===== config.mk =====
export PLATFORM = sky130hd
export DESIGN_NAME = cache_refill_ctrl_dm
export DESIGN_NICKNAME = d
export VERILOG_FILES = /design/src/rtl/cache_refill_ctrl_dm.sv
export SDC_FILE = /design/constraint.sdc
export NUM_CORES = 1
export LEC_CHECK = 0
export ABC_AREA = 1
export CAP_MARGIN = 40
export CORE_UTILIZATION = 32
export DETAILED_ROUTE_END_ITERATION = 10
export MAX_ROUTING_LAYER = met4
export PLACE_DENSITY = 0.71
export SETUP_SLACK_MARGIN = 0.15
export SLEW_MARGIN = 20
export SYNTH_ARGS = -nofsm -noshare
export SYNTH_HDL_FRONTEND = slang
export SYNTH_SLANG_ARGS = --single-unit

===== constraint.sdc =====
create_clock -name i_clk -period 3.7 [get_ports i_clk]
set_input_delay 0.925 -clock i_clk [delete_from_list [all_inputs] [get_ports i_clk]]
set_output_delay 0.925 -clock i_clk [all_outputs]
set_load 0.01 [all_outputs]

===== src/rtl/cache_refill_ctrl_dm.sv =====
// Direct-mapped cache line refill controller: optional dirty-victim writeback, then word-by-word refill.
// Writeback path is built only when CACHE_WBACK_EN is defined.
module cache_refill_ctrl_dm #(
    parameter int unsigned ENTRY_NUM    = 16,
    parameter int unsigned ENTRYSEL_WID = (ENTRY_NUM > 1) ? $clog2(ENTRY_NUM) : 1,
    parameter int unsigned TAG_WID      = 14,
    parameter int unsigned LINE_WORDS   = 8,
    parameter int unsigned WORDSEL_WID  = $clog2(LINE_WORDS),
    parameter int unsigned DATA_WID     = 32,
    parameter int unsigned ADDR_WID     = TAG_WID + ENTRYSEL_WID + WORDSEL_WID + 2
) (
    input  logic                                i_clk,
    input  logic                                i_rst,
    input  logic                                i_line_miss,
    input  logic                                i_replace_dirty,
    input  logic [ENTRYSEL_WID-1:0]             i_entry_sel,
    input  logic [TAG_WID-1:0]                  i_miss_tag,
    input  logic [TAG_WID-1:0]                  i_victim_tag,
    output logic [TAG_WID-1:0]                  o_refill_tag,
    output logic                                o_line_refill,
    output logic                                o_writeback_ok,
    output logic                                o_busy,
    output logic [ENTRYSEL_WID+WORDSEL_WID-1:0] o_cmem_addr,
    output logic                                o_cmem_re,
    input  logic [DATA_WID-1:0]                 i_cmem_rdata,
    output logic                                o_cmem_we,
    output logic [DATA_WID-1:0]                 o_cmem_wdata,
    output logic                                o_bus_req,
    output logic                                o_bus_we,
    output logic [ADDR_WID-1:0]                 o_bus_addr,
    output logic [DATA_WID-1:0]                 o_bus_wdata,
    input  logic                                i_bus_ack,
    input  logic [DATA_WID-1:0]                 i_bus_rdata
);

    localparam int unsigned CADDR_WID = ENTRYSEL_WID + WORDSEL_WID;

    localparam logic [2:0] S_IDLE   = 3'd0;
    localparam logic [2:0] S_WB_RD  = 3'd1;
    localparam logic [2:0] S_WB_BUS = 3'd2;
    localparam logic [2:0] S_WB_FIN = 3'd3;
    localparam logic [2:0] S_RF_BUS = 3'd4;
    localparam logic [2:0] S_RF_FIN = 3'd5;

    localparam logic [WORDSEL_WID-1:0] K_LAST = WORDSEL_WID'(LINE_WORDS - 1);

    logic [2:0]              r_state,      w_state_nx;
    logic [ENTRYSEL_WID-1:0] r_entry,      w_entry_nx;
    logic [TAG_WID-1:0]      r_miss_tag,   w_miss_tag_nx;
    logic [WORDSEL_WID-1:0]  r_k,          w_k_nx;
    logic [TAG_WID-1:0]      r_refill_tag, w_refill_tag_nx;
    logic                    r_line_refill, w_line_refill_nx;
    logic                    r_busy,       w_busy_nx;
    logic [CADDR_WID-1:0]    r_cmem_addr,  w_cmem_addr_nx;
    logic                    r_cmem_we,    w_cmem_we_nx;
    logic [DATA_WID-1:0]     r_cmem_wdata, w_cmem_wdata_nx;
    logic                    r_bus_req,    w_bus_req_nx;
    logic [ADDR_WID-1:0]     r_bus_addr,   w_bus_addr_nx;
`ifdef CACHE_WBACK_EN
    logic [TAG_WID-1:0]      r_victim_tag, w_victim_tag_nx;
    logic                    r_cmem_re,    w_cmem_re_nx;
    logic                    r_bus_we,     w_bus_we_nx;
    logic [DATA_WID-1:0]     r_wb_buf,     w_wb_buf_nx;
    logic                    r_wb_ok,      w_wb_ok_nx;
    logic                    r_rd_ph,      w_rd_ph_nx;
`else
    logic                    w_unused_ok;
    assign w_unused_ok = ^{i_replace_dirty, i_victim_tag, i_cmem_rdata};
`endif

    // Next-state and next-output decode; every registered output is computed one cycle ahead.
    always_comb begin
        w_state_nx       = r_state;
        w_entry_nx       = r_entry;
        w_miss_tag_nx    = r_miss_tag;
        w_k_nx           = r_k;
        w_refill_tag_nx  = r_refill_tag;
        w_line_refill_nx = 1'b0;
        w_cmem_addr_nx   = r_cmem_addr;
        w_cmem_we_nx     = 1'b0;
        w_cmem_wdata_nx  = r_cmem_wdata;
        w_bus_req_nx     = 1'b0;
        w_bus_addr_nx    = r_bus_addr;
`ifdef CACHE_WBACK_EN
        w_victim_tag_nx  = r_victim_tag;
        w_cmem_re_nx     = 1'b0;
        w_bus_we_nx      = 1'b0;
        w_wb_buf_nx      = r_wb_buf;
        w_wb_ok_nx       = 1'b0;
        w_rd_ph_nx       = 1'b0;
`endif
        case (r_state)
            S_IDLE: begin
                if (i_line_miss) begin
                    w_entry_nx    = i_entry_sel;
                    w_miss_tag_nx = i_miss_tag;
                    w_k_nx        = '0;
`ifdef CACHE_WBACK_EN
                    w_victim_tag_nx = i_victim_tag;
                    if (i_replace_dirty) begin
                        w_state_nx     = S_WB_RD;
                        w_cmem_re_nx   = 1'b1;
                        w_cmem_addr_nx = {i_entry_sel, WORDSEL_WID'(0)};
                    end else
`endif
                    begin
                        w_state_nx    = S_RF_BUS;
                        w_bus_req_nx  = 1'b1;
                        w_bus_addr_nx = {i_miss_tag, i_entry_sel, WORDSEL_WID'(0), 2'b00};
                    end
                end
            end
`ifdef CACHE_WBACK_EN
            // Read issued in phase 0; RAM data is valid and captured in phase 1.
            S_WB_RD: begin
                if (!r_rd_ph) begin
                    w_rd_ph_nx = 1'b1;
                end else begin
                    w_state_nx    = S_WB_BUS;
                    w_wb_buf_nx   = i_cmem_rdata;
                    w_bus_req_nx  = 1'b1;
                    w_bus_we_nx   = 1'b1;
                    w_bus_addr_nx = {r_victim_tag, r_entry, r_k, 2'b00};
                end
            end
            S_WB_BUS: begin
                if (i_bus_ack) begin
                    if (r_k == K_LAST) begin
                        w_k_nx     = '0;
                        w_state_nx = S_WB_FIN;
                        w_wb_ok_nx = 1'b1;
                    end else begin
                        w_k_nx         = r_k + WORDSEL_WID'(1);
                        w_state_nx     = S_WB_RD;
                        w_cmem_re_nx   = 1'b1;
                        w_cmem_addr_nx = {r_entry, r_k + WORDSEL_WID'(1)};
                    end
                end else begin
                    w_bus_req_nx = 1'b1;
                    w_bus_we_nx  = 1'b1;
                end
            end
            S_WB_FIN: begin
                w_state_nx    = S_RF_BUS;
                w_bus_req_nx  = 1'b1;
                w_bus_addr_nx = {r_miss_tag, r_entry, r_k, 2'b00};
            end
`endif
            S_RF_BUS: begin
                w_bus_req_nx = 1'b1;
                if (i_bus_ack) begin
                    w_cmem_we_nx    = 1'b1;
                    w_cmem_addr_nx  = {r_entry, r_k};
                    w_cmem_wdata_nx = i_bus_rdata;
                    if (r_k == K_LAST) begin
                        w_k_nx           = '0;
                        w_state_nx       = S_RF_FIN;
                        w_bus_req_nx     = 1'b0;
                        w_line_refill_nx = 1'b1;
                        w_refill_tag_nx  = r_miss_tag;
                    end else begin
                        w_k_nx        = r_k + WORDSEL_WID'(1);
                        w_bus_addr_nx = {r_miss_tag, r_entry, r_k + WORDSEL_WID'(1), 2'b00};
                    end
                end
            end
            S_RF_FIN: begin
                w_state_nx = S_IDLE;
            end
            default: begin
                w_state_nx = S_IDLE;
            end
        endcase
        w_busy_nx = (w_state_nx != S_IDLE);
    end

    always_ff @(posedge i_clk) begin
        if (!i_rst) begin
            r_state       <= S_IDLE;
            r_entry       <= '0;
            r_miss_tag    <= '0;
            r_k           <= '0;
            r_refill_tag  <= '0;
            r_line_refill <= 1'b0;
            r_busy        <= 1'b0;
            r_cmem_addr   <= '0;
            r_cmem_we     <= 1'b0;
            r_cmem_wdata  <= '0;
            r_bus_req     <= 1'b0;
            r_bus_addr    <= '0;
        end else begin
            r_state       <= w_state_nx;
            r_entry       <= w_entry_nx;
            r_miss_tag    <= w_miss_tag_nx;
            r_k           <= w_k_nx;
            r_refill_tag  <= w_refill_tag_nx;
            r_line_refill <= w_line_refill_nx;
            r_busy        <= w_busy_nx;
            r_cmem_addr   <= w_cmem_addr_nx;
            r_cmem_we     <= w_cmem_we_nx;
            r_cmem_wdata  <= w_cmem_wdata_nx;
            r_bus_req     <= w_bus_req_nx;
            r_bus_addr    <= w_bus_addr_nx;
        end
    end

`ifdef CACHE_WBACK_EN
    always_ff @(posedge i_clk) begin
        if (!i_rst) begin
            r_victim_tag <= '0;
            r_cmem_re    <= 1'b0;
            r_bus_we     <= 1'b0;
            r_wb_buf     <= '0;
            r_wb_ok      <= 1'b0;
            r_rd_ph      <= 1'b0;
        end else begin
            r_victim_tag <= w_victim_tag_nx;
            r_cmem_re    <= w_cmem_re_nx;
            r_bus_we     <= w_bus_we_nx;
            r_wb_buf     <= w_wb_buf_nx;
            r_wb_ok      <= w_wb_ok_nx;
            r_rd_ph      <= w_rd_ph_nx;
        end
    end

    assign o_cmem_re      = r_cmem_re;
    assign o_bus_we       = r_bus_we;
    assign o_bus_wdata    = r_wb_buf;
    assign o_writeback_ok = r_wb_ok;
`else
    assign o_cmem_re      = 1'b0;
    assign o_bus_we       = 1'b0;
    assign o_bus_wdata    = '0;
    assign o_writeback_ok = 1'b0;
`endif

    assign o_refill_tag  = r_refill_tag;
    assign o_line_refill = r_line_refill;
    assign o_busy        = r_busy;
    assign o_cmem_addr   = r_cmem_addr;
    assign o_cmem_we     = r_cmem_we;
    assign o_cmem_wdata  = r_cmem_wdata;
    assign o_bus_req     = r_bus_req;
    assign o_bus_addr    = r_bus_addr;

endmodule


# == Word level (Yosys, flattened, before mapping) ==
# Cells that the tools add are included.
# totals
out_inout_bits,115
regBits,104
elab_cells,46
# classes
mux,18
addsub,1
n_eq_ne,5
reduce_logical,10
# ops
operator,count
$mux 23,3
$pmux 23 s2,1
$mux 3,6
$pmux 3 s2,2
$reduce_and 3->1,3
$eq 3x3->1 const B,2
$ne 2x2->1 const B,3
$reduce_and 2->1,3
$mux 1,5
$reduce_and 4->1,1
$add 3x1->3 const B,1
$logic_not 3->1,1
$reduce_bool 3->1,1
$pmux 1 s2,1
$reduce_bool 2->1,1

# == Depth between registers and ports, before layout ==
# logic_depth
ltp_word,5
mapped_depth,10

# == Least setup slack after synthesis ==
# OpenSTA, ideal clock, no wires.
# synth_timing
kind,input port to flip-flop
start,input i_bus_ack
end,"register r_bus_addr[16], in the netlist o_bus_addr[16]"
slack_ns,1.972
t_required_ns,3.587
t_arrival_ns,1.615
stages,7
path_buffers,2
setup_ns,0.113
cell_sequence,inv_2 nand3_1 nand3_1 buf_4 buf_4 nor2_1 nor2_1
# synth_between
elab_chain_cells,2
# synth_lines
item,line,text
"start, declared",32,"input logic i_bus_ack,"
$ne 2x2->1 (no source line),--,
$reduce_and 4->1 (no source line),--,
"end signal, assigned",203,r_bus_addr <= w_bus_addr_nx;
"end, declared",58,"logic [ADDR_WID-1:0] r_bus_addr, w_bus_addr_nx;"
# Every way passes these cells.
# A chain may end at the register's enable or synchronous reset.

# == Worst setup path in the final report ==
# layout_timing
start,input i_bus_ack
end,"register r_refill_tag[6], in the netlist o_refill_tag[6]"
# layout_between
elab_chain_cells,1
# layout_lines
item,line,text
$reduce_and 3->1 (no source line),--,
"end signal, assigned",196,r_refill_tag <= w_refill_tag_nx;
"end, declared",51,"logic [TAG_WID-1:0] r_refill_tag, w_refill_tag_nx;"
# Every way passes these cells.

==> Implementation_results.wiki <==
{| class="wikitable"
! Metric !! Value
|-
| Run status || completed
|-
| Met1 demand-to-capacity share in global routing || 0.1939
|-
| Average footprint of a synthesized cell || 7.358 sq um
|-
| Type of the setup path with the least slack || in -> reg
|-
| Die extent in y || 116.6 um
|-
| TritonCTS clock tree || yes
|-
| Congestion Overflow GR || 0
|-
| Final count of hold timing violations || 0
|-
| IO Count || 216
|-
| Post-CTS Hold Fix Bufs || 0
|-
| Met3 track demand over resource in global routing || 0.05812
|-
| Die width || approximately 120 um
|-
| Yosys Warn Count || 0
|-
| Relative slew margins || 0.5112
|-
| Maximum fanout along the worst path || 17
|-
| Period Utilization, post-route || 0.6786
|-
| Kind of launch point of the worst setup path || input port
|-
| Slowest library cell on the worst path || clkdlybuf4s50_1
|-
| # fillers || 1296
|-
| Longest Clk Path Bufs || 2
|-
| Area grow syn2layout || 37.58%
|-
| Global-route usage over all layers || 0.1579
|-
| Wire per inst || around 12 um
|-
| Buffer cell driving the clock tree root || clkbuf_16
|-
| Via total after detailed routing || about 3700
|-
| Post-Place Worst Slack || between 0.7 and 0.8 ns
|-
| Placeable Area || 12720 sq um
|-
| Yosys reg bits || 102
|-
| Setup tns final || 0 ns
|-
| Post-layout worst setup margin || approximately 1.2 ns
|-
| Area contributors post-synth || dfxtp_1 49%, nor2_1 11%, nand2_1 7.3%, buf_4 7.1%, o21ai_0 7.0%
|-
| Number of vias per cell after detailed routing || between 4 and 5
|-
| Layout cell share with drive strength beyond 1 || 0.04348
|-
| Layout net count || between 700 and 800
|-
| Sum of net half-perimeters after detailed placement || 6813 um
|-
| List of cells traversed by the critical path || clkdlybuf4s50_1 -> inv_2 -> nor2_4 -> nand2_1 -> nand2_1 -> a21oi_1
|-
| Drt total wl || ~10000 um
|-
| Antenna cells || 0
|-
| Routability congestion estimate from global placement || around 0.78
|-
| Pin count of the biggest net entering global routing || 42
|-
| Sequential Area || 2042 sq um
|-
| Final core utilization || 0.4544
|-
| Antenna Nets Post-Route || 0
|-
| Leakage || around 2.5 nW
|-
| Std-Cell Rows || just over 40
|-
| Worst Tran Pin Value || approximately 0.73 ns
|-
| Met2 usage || 0.2394
|-
| Worst-skew pair later-pin latency || 0.34 ns
|-
| Port bufs || between 100 and 150
|-
| Class of the tightest hold or removal check || reg -> reg
|-
| Clk_skew || just under 0.008 ns
|-
| Total setup buffers inserted after CTS || 0
|-
| Mapped cell area || about 4200 sq um
|-
| WP buf/inv || 2
|-
| Top-area cell type share of the netlist area || 0.4860
|-
| Arrival time at the worst endpoint || approximately 2.7 ns
|-
| Biggest cell delay along the critical path || between 0.5 and 0.6 ns
|-
| Layer with the highest usage || met2
|-
| Clock transition at the register clock pins on the worst setup and hold paths after CTS || around 0.060 ns
|-
| Final-report setup violation count || 0
|-
| Initial DRC count || about 230
|-
| Number of sinks on the clock net || 102
|-
| Vias in the first global route || 3128
|-
| Initial cell density of the core || 0.3303
|-
| Total power density per cell area || roughly 420 nW/um^2
|-
| Area leader, netlist || dfxtp_1
|-
| Post-layout min period || 2.511 ns
|-
| Synthesized instance count || between 500 and 600
|-
| CP endpoint kind || flip-flop
|-
| RSZ-0062 raised after global routing || false
|-
| Max-slew violations || 0
|-
| Post-cts sizing count || 0
|-
| Crit path required time || between 3 and 4 ns
|-
| CP most frequent cell || nand2_1
|-
| Sequential fraction of the synthesis area || 0.4860
|-
| Multi-input combinational cell area || about 1700 sq um
|-
| Number of antenna violations at the first check in global routing || 0
|-
| Maximum level of the CTS H-tree || 3
|-
| First-pass GRT wire length || roughly 16000 um
|-
| Number of distinct standard cells referenced by the synthesized netlist || 23
|-
| Peak VDD IR || 0.2784 mV
|-
| Max capacitance violation total || 0
|-
| DR DRC count || 0
|-
| Clock buffers created by TritonCTS || 9
|-
| Family with the most delay on the worst path || simple AND/OR/NAND/NOR gates
|-
| Max Fclk || around 400 MHz
|-
| Die outline area || 13590 sq um
|-
| Number of search-and-repair iterations in the first detailed-routing pass || 4
|}
[cells by family (layout without fill, tap and decap cells)]
logic type | Yosys count | count (layout) | synth area share
adder cells (fa/ha/maj) | 2 | 2 | 0.005955
AND/OR/NAND/NOR | 235 | 235 | 0.2242
AO/OA/AOI/OAI | 113 | 113 | 0.1355
buffers and inverters | 118 | 200 | 0.1474
other | 1 | 38 | 0.0008925
flip-flops | 102 | 102 | 0.4860
[synth_stat cells]
library cell    n
a21oi_1        35
a21oi_2         1
buf_1           2
buf_2           9
buf_4          40
buf_6           2
clkbuf_1       18
clkinv_1        2
conb_1          1
dfxtp_1       102
ha_1            2
inv_1          43
inv_2           2
nand2_1        82
nand2_2         1
nand3_1        24
nand3_2         1
nand4_1         2
nor2_1        122
nor2_4          2
nor3_1          1
o21ai_0        59
o21ai_1        18
[state kept, by name (all words and copies together), names as in the netlist]
name	count
r_state	3
o_cmem_addr	7
r_miss_tag	14
r_k	3
r_entry	4
o_cmem_we	1
o_refill_tag	14
o_cmem_wdata	32
o_bus_addr	21
o_busy	1
o_bus_req	1
o_line_refill	1
[area by class of cell]
type                            instances  share of cell area
Inverter                               47             0.03052
Timing Repair Buffer                  138              0.2351
Multi-Input combinational cell        388              0.2905
Clock buffer                           12             0.04610
Clock inverter                          3            0.007359
Sequential cell                       102              0.3532
Tap cell                              172             0.03723
[metrics by stage]
stage	power (mW)	hold slack [ns]	cell area [sq um]	instances
floorplan	1.377	0.4391	4340	608
global placement	1.490	0.4505	5472	847
detailed placement	1.493	0.4521	5472	847
CTS	2.490	0.4619	5781	862
global route	2.571	0.4880	5781	862
finish	2.445	0.4589	5781	862
[routing by layer]
layer / part of all wire / up-vias / routed length, um
met2: 0.47 / 98 / 4792
met3: 0.063 / 6 / 651
met4: 0.0096 / 0 / 99
li1: - / 1953 / -
met5: 0 / - / 0
met1: 0.46 / 1611 / 4729
[worst paths after layout]
check                                     start              end  slack (ns)  depth (start not counted)
worst min-delay path            o_refill_tag[9]  o_refill_tag[9]        0.46                          2
worst min register to register  o_refill_tag[9]  o_refill_tag[9]        0.46                          2
worst max-delay path                  i_bus_ack  o_refill_tag[6]        1.19                          6
worst max register to register       r_state[0]  o_refill_tag[6]        1.24                          6
[placed cells by master, fill, tap and decap left out, drive strengths merged]
master / n
clkdlybuf4s50: 130
nor2: 124
dfxtp: 102
nand2: 83
o21ai: 77
inv: 45
conb: 38
a21oi: 36
nand3: 25
clkbuf: 12
buf: 8
clkinv: 3
nand4: 2
ha: 2
nor3: 1
bufinv: 1
clkinvlp: 1
[power breakdown]
| part | switching (mW) | total (mW) | internal (mW) | leakage [nW] |
|---|---|---|---|---|
| clock network | 0.403 | 0.977 | 0.575 | 0.151 |
| registers | 0.0245 | 1.17 | 1.15 | 0.833 |
| logic | 0.153 | 0.297 | 0.143 | 1.49 |
| total | 0.580 | 2.45 | 1.86 | 2.47 |
[tightest hold or removal path, delay by kind of cell, from the launching register on]
kind / cells / cell delay, ns
and+or+nand+nor: 1 / 0.06
AOI/OAI and AO/OA: 1 / 0.05
DFF: 1 / 0.31
No activity file was read; power rests on OpenSTA's default activity.
==> variant 1 (same flow settings) <==
Change the parameter `ENTRY_NUM` from 16 to 8.
--- a/src/rtl/cache_refill_ctrl_dm.sv
+++ b/src/rtl/cache_refill_ctrl_dm.sv
@@ -3,3 +3,3 @@
 module cache_refill_ctrl_dm #(
-    parameter int unsigned ENTRY_NUM    = 16,
+    parameter int unsigned ENTRY_NUM    = 8,
     parameter int unsigned ENTRYSEL_WID = (ENTRY_NUM > 1) ? $clog2(ENTRY_NUM) : 1,
Ports: changed (resized i_entry_sel, o_bus_addr and o_cmem_addr); port bits go from 216 to 213. The function was not compared with the original's and may differ.
==> variant 1 against the original RTL <==
- total power down 4.0%
- area after synthesis down 1.5%
- die area down 1.5%
- wire length down 5.9%
- synthesized cell count down 2.6%
- cell area down 2.7%
- critical path type unchanged
- sequential cell count down 3
- setup slack better by 150 ps
- highest routed layer unchanged
==> variant 1: results (changes against the original RTL) <==
status=completed; Max IR drop VDD=0.000226 V (-19%); GR Util met3=0.0528 (-0.00530); Final Hold Slack=460 ps (+1.37 ps); Clock transition at path regs=80 ps (+20 ps); critical path arrival=2580 ps (-140 ps); First DRT Iteration DRCs=207 (-12%); Total Routing Usage GR=0.152 (-0.00548); first-pass GRT wire length=15,300 um (-3.1%); Post-synth top cells=nor2_1 (119), dfxtp_1 (99), nand2_1 (77); Port Buf Inserts=128 (-2.3%); PostCTS Resize Cnt=0 (unchanged); final setup margin=1340 ps (+147 ps); Hold Crit Start=o_refill_tag[6]$_SDFFE_PN0P_; met2 Use GR=0.234 (-0.00591); Worst Setup EP=o_refill_tag[0]$_SDFFE_PN0P_; leakage=0.00239 uW (-3.3%); Hold Path End=o_refill_tag[6]$_SDFFE_PN0P_; RD Place Congestion=0.764 (-2.5%); DR vias=3,637 (-0.85%); layout cell share with drive strength beyond 1=0.0417 (-0.00181); vias in the first global route=3,187 (+1.9%); FF-to-FF End=o_refill_tag[0]$_SDFFE_PN0P_; dpl ws=918 ps (+123 ps); Worst slew margin=0.485 (-0.0258); metal3 WL=710 um (+9.1%); crit-path max FO=19 (+2); GR Util met1=0.187 (-0.00732); Worst Skew=7.70 ps (-0.00749 ps); DR WL met2=4090 um (-15%); area share of fa/ha/maj cells after synthesis=0.00605 (+0.0000937); Metal-1 WL=4730 um (+0.11%); Cell Area, Placed=0.00533 sq mm (-2.6%); largest net degree at the start of global routing=54 (+29%); Synth Area in Compound Gates=0.134 (-0.00150); Synth cell types=22 (-4.3%)
-- variant 1: cell types whose count changed after synthesis, moves of 3 or more --
cell     delta
dfxtp_1     -3
o21ai_0    +15
buf_6       +6
o21ai_1    -17
nand2_1     -5
nor2_1      -3
-- variant 1: layout make-up --
type / instances / share of cell area
sequential: 99 / 0.352
clock inverter: 6 / 0.0105
tap: 172 / 0.0382
clock buffer: 10 / 0.0425
inverter: 47 / 0.0314
timing repair buffer: 133 / 0.233
multi-input combinational: 377 / 0.292
-- variant 1: per-stage QoR --
| stage | util | instances |
|---|---|---|
| after detailed placement | 0.422 | 828 |
| after CTS | 0.446 | 844 |
| final | 0.446 | 844 |
| after global routing | 0.446 | 844 |
| after floorplan | - | 593 |
| after global placement | 0.422 | 828 |
-- variant 1: worst max-delay path, delay by kind of cell --
kind	cells	cell delay, ps
AOI/OAI and AO/OA	1	80
buffers and inverters	2	600
and+or+nand+nor	3	980
-- variant 1: report_power, final --
part           internal (uW)  switching, uW
Clock                    487            439
Sequential              1110           24.7
Combinational            138            147
==> variant 2 (same flow settings) <==
Without the edit above. `r_refill_tag` no longer has a reset.
--- a/src/rtl/cache_refill_ctrl_dm.sv
+++ b/src/rtl/cache_refill_ctrl_dm.sv
@@ -182,3 +182,2 @@
             r_k           <= '0;
-            r_refill_tag  <= '0;
             r_line_refill <= 1'b0;
@@ -195,3 +194,2 @@
             r_k           <= w_k_nx;
-            r_refill_tag  <= w_refill_tag_nx;
             r_line_refill <= w_line_refill_nx;
@@ -204,2 +202,6 @@
         end
+    end
+
+    always_ff @(posedge i_clk) begin
+        r_refill_tag <= w_refill_tag_nx;
     end
Function: no difference found for any inputs over 4 cycles, from zero or initial values and one cycle with i_rst low; that may be too few to reach the edited logic, so the function may still have changed.
==> variant 2 against the original RTL <==
- area after synthesis shrank 1.9%
- die area is 1.9% lower
- critical path depth up 2
- cell count fell by 4.5%
- setup slack improved by 140 ps
- cell area fell by 0.15%
- total power grew 2.7%
- clock skew increased by 1.1 ps
- wire length down 5.0%
- sequential cell count is the same
- critical endpoint is now o_bus_addr[20]$_SDFFE_PN0P_
- largest power group unchanged
- highest routed layer unchanged
==> variant 2: results (changes against the original RTL) <==
number of synthesized flops with an enable pin=14 (+14); deepest clock path buffer count=2 (unchanged); dpl cells=807 (-4.7%); Ys Warns=0 (unchanged); Post CTS Setup Buffer Count=0 (unchanged); flop2flop setup slack=1600 ps (+360 ps); Routed WL per cell=11.9 um (-0.48%); DR vias=3,586 (-2.2%); layout cell share with drive strength beyond 1=0.0492 (+0.00568); fraction of registers with async set or reset after synthesis=0 (unchanged); DRT Pass-1 Iters=4 (unchanged); First DRT Iteration DRCs=268 (+15%); Syn Area/Cell=7.86 sq um (+6.9%); CTS buffer count=9 (unchanged); metal3 WL=580 um (-11%); leakage=0.00248 uW (+0.43%); largest net degree at the start of global routing=40 (-4.8%); crit-path max FO=24 (+7); H-tree depth=3 (unchanged); Internal Power=1910 uW (+2.4%); Worst Skew=8.79 ps (+1.08 ps); hold path depth=0 (-2); Post-synth top cells=nor2_1 (123), dfxtp_1 (88), o21ai_0 (74); fillcell total=1,196 (-7.7%); register area share after synthesis=0.530 (+0.0436); fin cells=823 (-4.5%); Port Buf Inserts=131 (unchanged); Metal-1 WL=4200 um (-11%); critical path arrival=2660 ps (-60 ps); Max IR drop VDD=0.000317 V (+14%); R2R cell count=8 (+2); class of the worst hold path=reg -> reg; first-pass GRT wire length=15,500 um (-2.1%); Root Driver=clkbuf_16; max reg flops=32 (unchanged); Top FF cell, synth=dfxtp_1; Antenna Cells=0 (unchanged); initial antenna violation count=0 (unchanged); PostCTS Resize Cnt=0 (unchanged); most common cell in the synthesized netlist=nor2_1; Synth cell types=23 (unchanged); top routing layer used=met4; dpl hpwl=6610 um (-3.0%); top post-synthesis cells by area=dfxtp_1 (43%), nor2_1 (11%), edfxtp_1 (10%); Layout Nets=749 (-5.1%); DR WL met2=4850 um (+1.2%); status=completed; Total Routing Usage GR=0.158 (-0.000275); Clock Latency Late Sink=350 ps; RD Place Congestion=0.768 (-2.0%); Slew @ Worst Pin=640 ps (-90.4 ps); clock power share=0.405 (+0.005); Clock transition at path regs=70 ps; vias in the first global route=3,312 (+5.9%)
variant 2: cell count changes after synthesis, moves of 14 or more:
cell	unedited run	this run
nand3_1	24	8
nand2_1	82	65
edfxtp_1	0	14
dfxtp_1	102	88
o21ai_0	59	74
o21ai_1	18	4
a21oi_1	35	21
variant 2: logic make-up (layout without fill, tap and decap cells):
family | count (synthesis) | after routing | synth area share
fa+ha+maj | 2 | 2 | 0.00607
buf+inv | 115 | 205 | 0.144
flops | 102 | 102 | 0.530
other cells | 1 | 38 | 0.000910
compound gates | 101 | 101 | 0.124
simple gates | 203 | 203 | 0.196
variant 2: cell type report:
| type | count | share of cell area |
|---|---|---|
| sequential | 102 | 0.378 |
| timing repair buffer | 139 | 0.239 |
| inverter | 50 | 0.0325 |
| clock inverter | 7 | 0.0167 |
| multi-input combinational | 344 | 0.258 |
| clock buffer | 9 | 0.0390 |
| tap | 172 | 0.0373 |
variant 2: through the flow:
step	setup WS, ps	area, sq um	hold slack, ps
after CTS	1290	5770	432
after global placement	959	5450	410
final	1320	5770	430
after global routing	1140	5770	440
after detailed placement	919	5450	415
after floorplan	1360	4260	408
variant 2: final timing paths:
check	start	endpoint
worst min register to register	r_miss_tag[2]$_SDFFE_PN0N_	o_refill_tag[2]$_DFFE_PP_
worst max-delay path	i_bus_ack	o_bus_addr[20]$_SDFFE_PN0P_
worst min-delay path	r_miss_tag[2]$_SDFFE_PN0N_	o_refill_tag[2]$_DFFE_PP_
worst max register to register	r_k[0]$_SDFFE_PN0P_	o_bus_addr[20]$_SDFFE_PN0P_
variant 2: worst max-delay path, cell delays in order:
cell and delay (ps):
clkdlybuf4s50_1 480, inv_1 90, nand3_2 120, nand3_1 470, buf_12 360, nand2_1 60
nand2_1 40, nor2_1 100
variant 2: power by group through the flow:
stage	sequential [uW]	combinational [uW]	clock, uW
detailed placement	1220	300	0
CTS	1200	302	1050
floorplan	1230	165	0
finish	1190	299	1020
global placement	1220	293	0
global route	1200	336	1100
variant 2: metal layers:
layer	global-route usage	up-vias
met1	0.168	1655
met2	0.274	108
met4	0.0485	0
met3	0.0554	15
li1	-	1808
met5	-	-
